## config.mk

```make
export PLATFORM = sky130hd
export DESIGN_NAME = outport_rr_arbiter
export DESIGN_NICKNAME = d
export VERILOG_FILES = /design/src/rtl/outport_rr_arbiter.sv
export SDC_FILE = /design/constraint.sdc
export NUM_CORES = 1
export LEC_CHECK = 0
export ABC_AREA = 1
export ABC_CLOCK_PERIOD_IN_PS = 2450
export CORE_MARGIN = 10
export CORE_UTILIZATION = 45
export CTS_CLUSTER_DIAMETER = 80
export CTS_CLUSTER_SIZE = 24
export DETAILED_ROUTE_END_ITERATION = 8
export PLACE_DENSITY_LB_ADDON = 0.15
export SETUP_SLACK_MARGIN = 0.1
export SYNTH_ARGS = -nofsm -noshare
export SYNTH_HDL_FRONTEND = slang
export SYNTH_SLANG_ARGS = --single-unit
```

## constraint.sdc

```tcl
create_clock -name clk -period 2.45 [get_ports clk]
set_input_delay 0.49 -clock clk [delete_from_list [all_inputs] [get_ports clk]]
set_output_delay 0.49 -clock clk [all_outputs]
set_load 0.005 [all_outputs]
```

## src/rtl/outport_rr_arbiter.sv

```systemverilog
// rtl/outport_rr_arbiter.sv - per-output-port round-robin packet arbiter with credit gating
//
// Shares one crossbar output between NREQ input FIFOs. A grant is taken on a
// HEADER flit and held until the TAIL flit has been forwarded; forwarding is
// gated on a credit counter mirroring free slots in the downstream buffer.
//
// Ports:
//   clk            clock, all state updates on the rising edge
//   rst            asynchronous active-low reset
//   req            per-input request (routing unit selected this output)
//   empty          per-input FIFO empty flag
//   flit_type      head-of-FIFO flit type, input i in bits [3i+2:3i]
//   credit_in      one-cycle pulse, downstream freed one slot
//   rd_en          one-hot FIFO pop (combinational)
//   grant          registered one-hot crossbar select, zero when idle
//   valid_out      registered, flit present on the output link
//   credit_cnt     current credit count
//   busy           high while a packet owns the output
//   err_credit_ovf sticky credit overflow flag, cleared only by reset

module outport_rr_arbiter #(
  parameter int          NREQ    = 3,
  parameter int          CREDITS = 4,
  parameter int          CW      = 3,
  parameter logic [2:0]  HEADER  = 3'b001,
  parameter logic [2:0]  TAIL    = 3'b100
) (
  input  logic                clk,
  input  logic                rst,
  input  logic [NREQ-1:0]     req,
  input  logic [NREQ-1:0]     empty,
  input  logic [3*NREQ-1:0]   flit_type,
  input  logic                credit_in,
  output logic [NREQ-1:0]     rd_en,
  output logic [NREQ-1:0]     grant,
  output logic                valid_out,
  output logic [CW-1:0]       credit_cnt,
  output logic                busy,
  output logic                err_credit_ovf
);

  localparam int              IW       = (NREQ > 1) ? $clog2(NREQ) : 1;
  localparam logic [CW-1:0]   CRED_MAX = CW'(CREDITS);
  localparam logic [NREQ-1:0] ONE      = NREQ'(1);

  typedef enum logic {IDLE, ACTIVE} state_t;

  state_t          state, state_nxt;
  logic [IW-1:0]   rr_ptr;
  logic [IW-1:0]   gidx;
  logic [NREQ-1:0] eligible;
  logic            found;
  logic [IW-1:0]   win;
  logic            fwd;
  logic            tail_fwd;
  logic [2:0]      g_type;
  logic [CW-1:0]   credit_nxt;
  logic            ovf_set;

  always_comb begin
    for (int i = 0; i < NREQ; i++) begin
      eligible[i] = req[i] & ~empty[i] & (flit_type[3*i +: 3] == HEADER);
    end
  end

  // Search starts just after the last released input, so that input has
  // lowest priority in the next arbitration.
  always_comb begin
    int idx;
    found = 1'b0;
    win   = '0;
    idx   = 0;
    for (int k = 1; k <= NREQ; k++) begin
      idx = (int'(rr_ptr) + k) % NREQ;
      if (!found && eligible[idx]) begin
        found = 1'b1;
        win   = IW'(idx);
      end
    end
  end

  assign g_type   = flit_type[int'(gidx)*3 +: 3];
  assign fwd      = (state == ACTIVE) & ~empty[gidx] & (credit_cnt != '0);
  assign tail_fwd = fwd & (g_type == TAIL);
  assign rd_en    = fwd ? (ONE << gidx) : '0;
  assign busy     = (state == ACTIVE);

  // A credit returned alongside a forward cancels out. A return with the
  // counter already full is a downstream protocol error: hold and flag it.
  always_comb begin
    credit_nxt = credit_cnt;
    ovf_set    = 1'b0;
    case ({fwd, credit_in})
      2'b10:   credit_nxt = credit_cnt - CW'(1);
      2'b01: begin
        if (credit_cnt == CRED_MAX) ovf_set = 1'b1;
        else                        credit_nxt = credit_cnt + CW'(1);
      end
      default: credit_nxt = credit_cnt;
    endcase
  end

  always_ff @(posedge clk or negedge rst) begin
    if (!rst) state <= IDLE;
    else      state <= state_nxt;
  end

  always_comb begin
    state_nxt = state;
    case (state)
      IDLE:    if (found)    state_nxt = ACTIVE;
      ACTIVE:  if (tail_fwd) state_nxt = IDLE;
      default: state_nxt = IDLE;
    endcase
  end

  always_ff @(posedge clk or negedge rst) begin
    if (!rst) begin
      grant          <= '0;
      gidx           <= '0;
      rr_ptr         <= IW'(NREQ - 1);
      valid_out      <= 1'b0;
      credit_cnt     <= CRED_MAX;
      err_credit_ovf <= 1'b0;
    end else begin
      valid_out  <= fwd;
      credit_cnt <= credit_nxt;
      if (ovf_set) err_credit_ovf <= 1'b1;
      if (state == IDLE && found) begin
        grant <= ONE << win;
        gidx  <= win;
      end else if (tail_fwd) begin
        grant  <= '0;
        rr_ptr <= gidx;
      end
    end
  end

endmodule

```

* After elaboration in Yosys (flattened, before gate mapping)
Cells that the tools add are included.
W data, S select, Z words.
** Cells by class
- $lt $le $gt $ge :: 4
- Bitwise gates (word level) :: 15
- Div/mod/pow operators :: 3
- Eq/ne operators :: 8
- Multiply operators :: 1
- Shifts and indexed selects :: 3
- Reductions and logical operators :: 10
- $add $sub $neg :: 5
- Mux-type cells :: 27
** Operators by type and width (count)
- $lt A32 B4 Y1 const B :: 3
- $mod A32 B3 Y32 const B :: 3
- $mux W1 :: 14
- $mux W3 :: 4
- $and A1 B1 Y1 :: 9
- $eq A3 B1 Y1 const B :: 3
- $shiftx A9 B5 Y3 :: 1
- $bmux W1 S2 :: 4
- $add A2 B2 Y3 const B :: 2
- $eq A3 B3 Y1 const B :: 2
- $mux W2 :: 3
- $not A1 Y1 :: 6
- $pmux W3 S2 :: 1
- $shl A1 B2 Y3 const A :: 2
- $mul A2 B2 Y4 const B :: 1
- $reduce_and A2 Y1 :: 2
- $reduce_bool A2 Y1 :: 2
- $add A2 B1 Y3 const B :: 1
- $add A3 B1 Y3 const B :: 1
- $logic_and A1 B1 Y1 :: 3
- $lt A2 B3 Y1 const B :: 1
- $reduce_bool A3 Y1 :: 1
- $sub A3 B1 Y3 const B :: 1
- $eq A2 B1 Y1 const B :: 1
- 4 further kinds :: 5
** Storage, ports and cells
- Input bits :: 18
- Word-level logic and storage cells :: 83
- Flip-flop bits (word level) :: 13

* Depth between registers and ports, before layout
Gate-level depths: netlist of the first run.
- Depth in word-level cells :: 16
- Depth in mapped cells :: 13
- Gate-level depth less buffers :: 13

* Least setup slack after synthesis of the first run
No wires, ideal clock.
- Path kind :: flip-flop to flip-flop
- From :: reg credit_cnt[1]
- To :: reg credit_cnt[2]
- Setup time :: 0.075 ns
- Path buffers :: 0
- Cell stages (with the launch flop) :: 8
- Clock period less this slack :: 1.775 ns
- Path slack :: 0.675 ns
- Data required time :: 2.375 ns
- Arrival :: 1.701 ns
- Cell sequence :: dfrtp_1 -> o31ai_2 -> nor2_4 -> nor2_2 -> inv_2 -> fa_1 -> o21ai_1 -> xor2_1
** On the way
- Word-level cells in the longest chain between the ends :: 5
- Elaborated cells on any way between the ends :: 12
** Ends and longest elaborated chain
- start: declaration :: line 37 : output logic [CW-1:0] credit_cnt,
- start signal: assignment :: line 127 : credit_cnt <= credit_nxt;
- $reduce_bool A3 Y1 * :: line 83 : assign fwd = (state == ACTIVE) & ~empty[gidx] & (credit_cnt != '0);
- $and A1 B1 Y1 * :: line 83
- via fwd :: line 54 : logic fwd;
- $eq A2 B1 Y1 or $eq A2 B2 Y1 (tied branches) :: line 93 : case ({fwd, credit_in})
- $ne A2 B2 Y1 (no line) or $reduce_bool A2 Y1 (tied branches)
- $reduce_and A2 Y1 (no line)
Mark *: on every way through the listed nets, which the timed path passes. The rest lies on a longest branch. The select of a mux whose other input is x is not followed.
A chain may end at the register's enable or synchronous reset.

* Worst setup path after layout of the first run
- From :: in empty[2]
- To :: reg credit_cnt[2]
** On the way
- Word-level cells in the longest chain between the ends :: 8
- Elaborated cells on any way between the ends :: 11
** Ends and longest elaborated chain
- start: declaration :: line 31 : input logic [NREQ-1:0] empty,
- $bmux W1 S2 * :: line 83
- $mux W1 (implied by the code) * :: line 83
- $not A1 Y1 * :: line 83
- $and A1 B1 Y1 * (2 in a row) :: line 83
- via fwd :: line 54
- $eq A2 B1 Y1 or $eq A2 B2 Y1 (tied branches) :: line 93
- $ne A2 B2 Y1 (no line) or $reduce_bool A2 Y1 (tied branches)
- $reduce_and A2 Y1 (no line)
Marks and branches as above.

==> impl_metrics.json, run 1 <==
{
  "dp.cells": 191,
  "seq_power_share_pct": 27.4,
  "timing.rr.end": "credit_cnt[2]",
  "worst-slew-pin-transition_ns": 0.570,
  "wl_per_instance_um": 13.1,
  "async_flop_share_pct": 100,
  "worst_clock_skew_ns": 0.00178,
  "detailed_place_hpwl_um": 2120,
  "cts_post_setup_buffers_inserted": 0,
  "ioPinCount": 30,
  "cts-root-buf": "clkbuf_4",
  "floorplan.die_area_um2": 4380,
  "slew-limit-headroom_pct": 61.9,
  "clock_latency_ns": 0.27,
  "core_region_area_um2": 2000,
  "hold_violations": 0,
  "worst_hold_path_type": "flop to flop",
  "comb_power_share_pct": 64.3,
  "antenna_found_initial": 0,
  "row_count": 16,
  "drv.max_cap_violation_count": 0,
  "top_fanout_value_on_the_critical_path": 3,
  "drc": 0,
  "final.period_utilization_pct": 88.4,
  "use_met1_pct": 13.7,
  "dr.first_iter.drc_count": 50,
  "final_critical_path_setup_slack_ns": 0.285,
  "timing.critical_path.required_ns": 2.65,
  "synth_area_um2": 958,
  "finalWeightedCongestion": 0.815,
  "die_height_um": 66.2,
  "power_density_nw_per_um2": 1180,
  "vdd_drop_max_mv": 0.746,
  "final_nets": 191,
  "grt_pass1_vias": 967,
  "layout-drive-gt1-share_pct": 12.5,
  "post_route_minimum_period_ns": 2.17,
  "ys_top_cells_by_area": "dfrtp_1, nand2_1, inv_1",
  "reg2regPathDepth": 10,
  "clock.fmax_ghz": 0.462,
  "wire_length_of_the_first_global_routing_pass_um": 4430,
  "setup_repair_after_global_routing_missed_its_margin": "false",
  "syn_to_final_growth_pct": 38.5,
  "hold_path_end": "err_credit_ovf",
  "synth_seq_area_share_pct": 34.2,
  "grt_max_degree": 14,
  "power.share.switching_pct": 45.5,
  "final_count_of_pins_violating_max_slew": 0,
  "part_of_the_total_power_dissipated_in_the_clock_network_pct": 8.2,
  "holdCritStartpoint": "err_credit_ovf",
  "timing.hold.worst_path_depth": 1,
  "floorplan.die.width_um": 66.2,
  "clock_tree.buffer_depth": 2,
  "synth-edff-count": 0,
  "crit_type": "input pin to flop",
  "ctsHoldBuffers": 0,
  "clk_pin_slew_ns": 0.08,
  "cts_tree": "built",
  "use_met3_pct": 4.41,
  "netlist.top_cell.by_area": "dfrtp_1",
  "htree_num_levels": 1,
  "syn_area_per_cell_um2": 7.26,
  "net_switching_power_of_the_design_w": 0.000713,
  "detailedRoute.firstPassIterationCount": 4,
  "resize_count_post_cts": 3,
  "critPathCaptureType": "flop",
  "grt_overflow_total": 0,
  "setup_violations": 0,
  "port-buffer-count": 29,
  "static-leakage-power_nw": 0.658,
  "grt.met2_usage_pct": 21.7,
  "rr_startpoint": "gidx[1]",
  "cp_arrival_ns": 2.36,
  "critPathLaunchType": "input pin",
  "clock_sink_count": 13,
  "globalRouteTotalUtil_pct": 12.6,
  "status": "finished clean",
  "syn_nets": 154,
  "synth_largest_type_area_fraction_pct": 28.7,
  "vias_per_cell": 4.90,
  "final_antenna_net_count": 0,
  "antenna-diode-count": 0,
  "ys.warnings.count": 0,
  "fin_cells": 195,
  "number_of_storage_elements_in_the_synthesis_netlist": 13,
  "final.setup.tns_ns": 0,
  "post_synth_inst_count": 132,
  "cell_internal_pwr_w": 0.000855,
  "globalRoute.busiestLayer": "met2",
  "synth_top_flop_cell": "dfrtp_1",
  "floorplan.initialDensity_pct": 47.9,
  "route.final.wire_length_um": 2550,
  "dpl_worst_slack_ns": 0.0229,
  "post_synth_num_cell_types": 26,
  "cts_inserted_buffers": 3,
  "rrSetupSlack_ns": 0.32,
  "vias": 955
}
## synthesized netlist by cell type (2+ instances only)
cell,number
dfstp_2,2
ha_1,3
inv_1,22
nand4_1,2
dfrtp_1,11
inv_2,4
o21ai_0,5
nor2_1,14
xor2_1,2
nand3_1,16
nor3_1,2
nand2_1,29
o21ai_1,7
## per-layer routing
| layer | up-vias | part of all wire, % |
|---|---|---|
| li1 | 498 | - |
| met5 | - | 0 |
| met1 | 433 | 41 |
| met2 | 22 | 52 |
| met3 | 2 | 6.9 |
| met4 | 0 | 0.55 |
## metrics by stage
stage          cell area (um^2)  power [W]  util [%]  hold WS, ns
6_report                   1330    0.00157      66.3        0.477
5_1_grt                    1330    0.00174      66.3        0.515
4_1_cts                    1330    0.00159      66.3        0.487
3_5_place_dp               1310    0.00146      65.2        0.466
3_3_place_gp               1310    0.00142      65.2        0.447
2_1_floorplan               958    0.00106         -        0.194
## power groups by stage
stage                     combinational (W)  clock [W]  sequential (W)
after detailed placement            0.00102          0        0.000435
final                               0.00101   0.000129        0.000430
after global placement             0.000988          0        0.000433
after CTS                           0.00102   0.000133        0.000432
after global routing                0.00114   0.000148        0.000452
after floorplan                    0.000638          0        0.000421
## kinds of logic after synthesis
logic type | count (synthesis) | share of synthesized area [%]
compound gates | 18 | 14.0
xor+xnor | 2 | 1.83
fa+ha+maj | 4 | 6.01
buf+inv | 26 | 10.2
flops | 13 | 34.2
simple gates | 69 | 33.8
## cell type report
| cell class | instances | area, um^2 |
|---|---|---|
| multi-input combinational | 93 | 533 |
| timing repair buffer | 32 | 309 |
| fill | 180 | 674 |
| tap | 27 | 33.8 |
| inverter | 26 | 97.6 |
| clock buffer | 4 | 26.3 |
| sequential | 13 | 328 |
## layout by cell type, fill, tap and decap left out, drive strengths merged, types with 2 or more instances in the layout
master and count:
clkbuf 4, buf 3, nand4 3, o21ai 13, ha 3, xor2 2, nor2 16, dlygate4sd2 3
dfrtp 11, nand3 16, dfstp 2, nand2 30, clkdlybuf4s50 26, inv 26, nor3 2
## sequential cells by signal, indices dropped and copies added (netlist names)
| register | cells |
|---|---|
| busy | 1 |
| credit_cnt | 3 |
| err_credit_ovf | 1 |
| gidx | 2 |
| grant | 3 |
| rr_ptr | 2 |
| valid_out | 1 |
## how the worst max path moves through the flow
stage | startpoint | endpoint | cells past startpoint
2_1_floorplan | credit_cnt[1] | credit_cnt[2] | 7
3_3_place_gp | empty[0] | rd_en[1] | 7
3_5_place_dp | empty[0] | rd_en[1] | 7
4_1_cts | empty[2] | credit_cnt[2] | 10
5_1_grt | gidx[1] | credit_cnt[2] | 10
6_report | empty[2] | credit_cnt[2] | 10
## critical path: stages
cell	delay, ns
clkdlybuf4s50_1	0.47
inv_1	0.05
o211ai_2	0.20
nor2_4	0.05
buf_4	0.14
nor2_2	0.11
inv_2	0.07
fa_1	0.40
o21ai_1	0.20
xor2_1	0.17
(Power assumes the default switching activity.)
==> run 2: changes to the inputs <==
- HOLD_SLACK_MARGIN: unset -> 0.06
- SLEW_MARGIN: unset -> 20
==> results of run 2 <==
No change in the layout: final DEF, timing and power equal those of run 1.
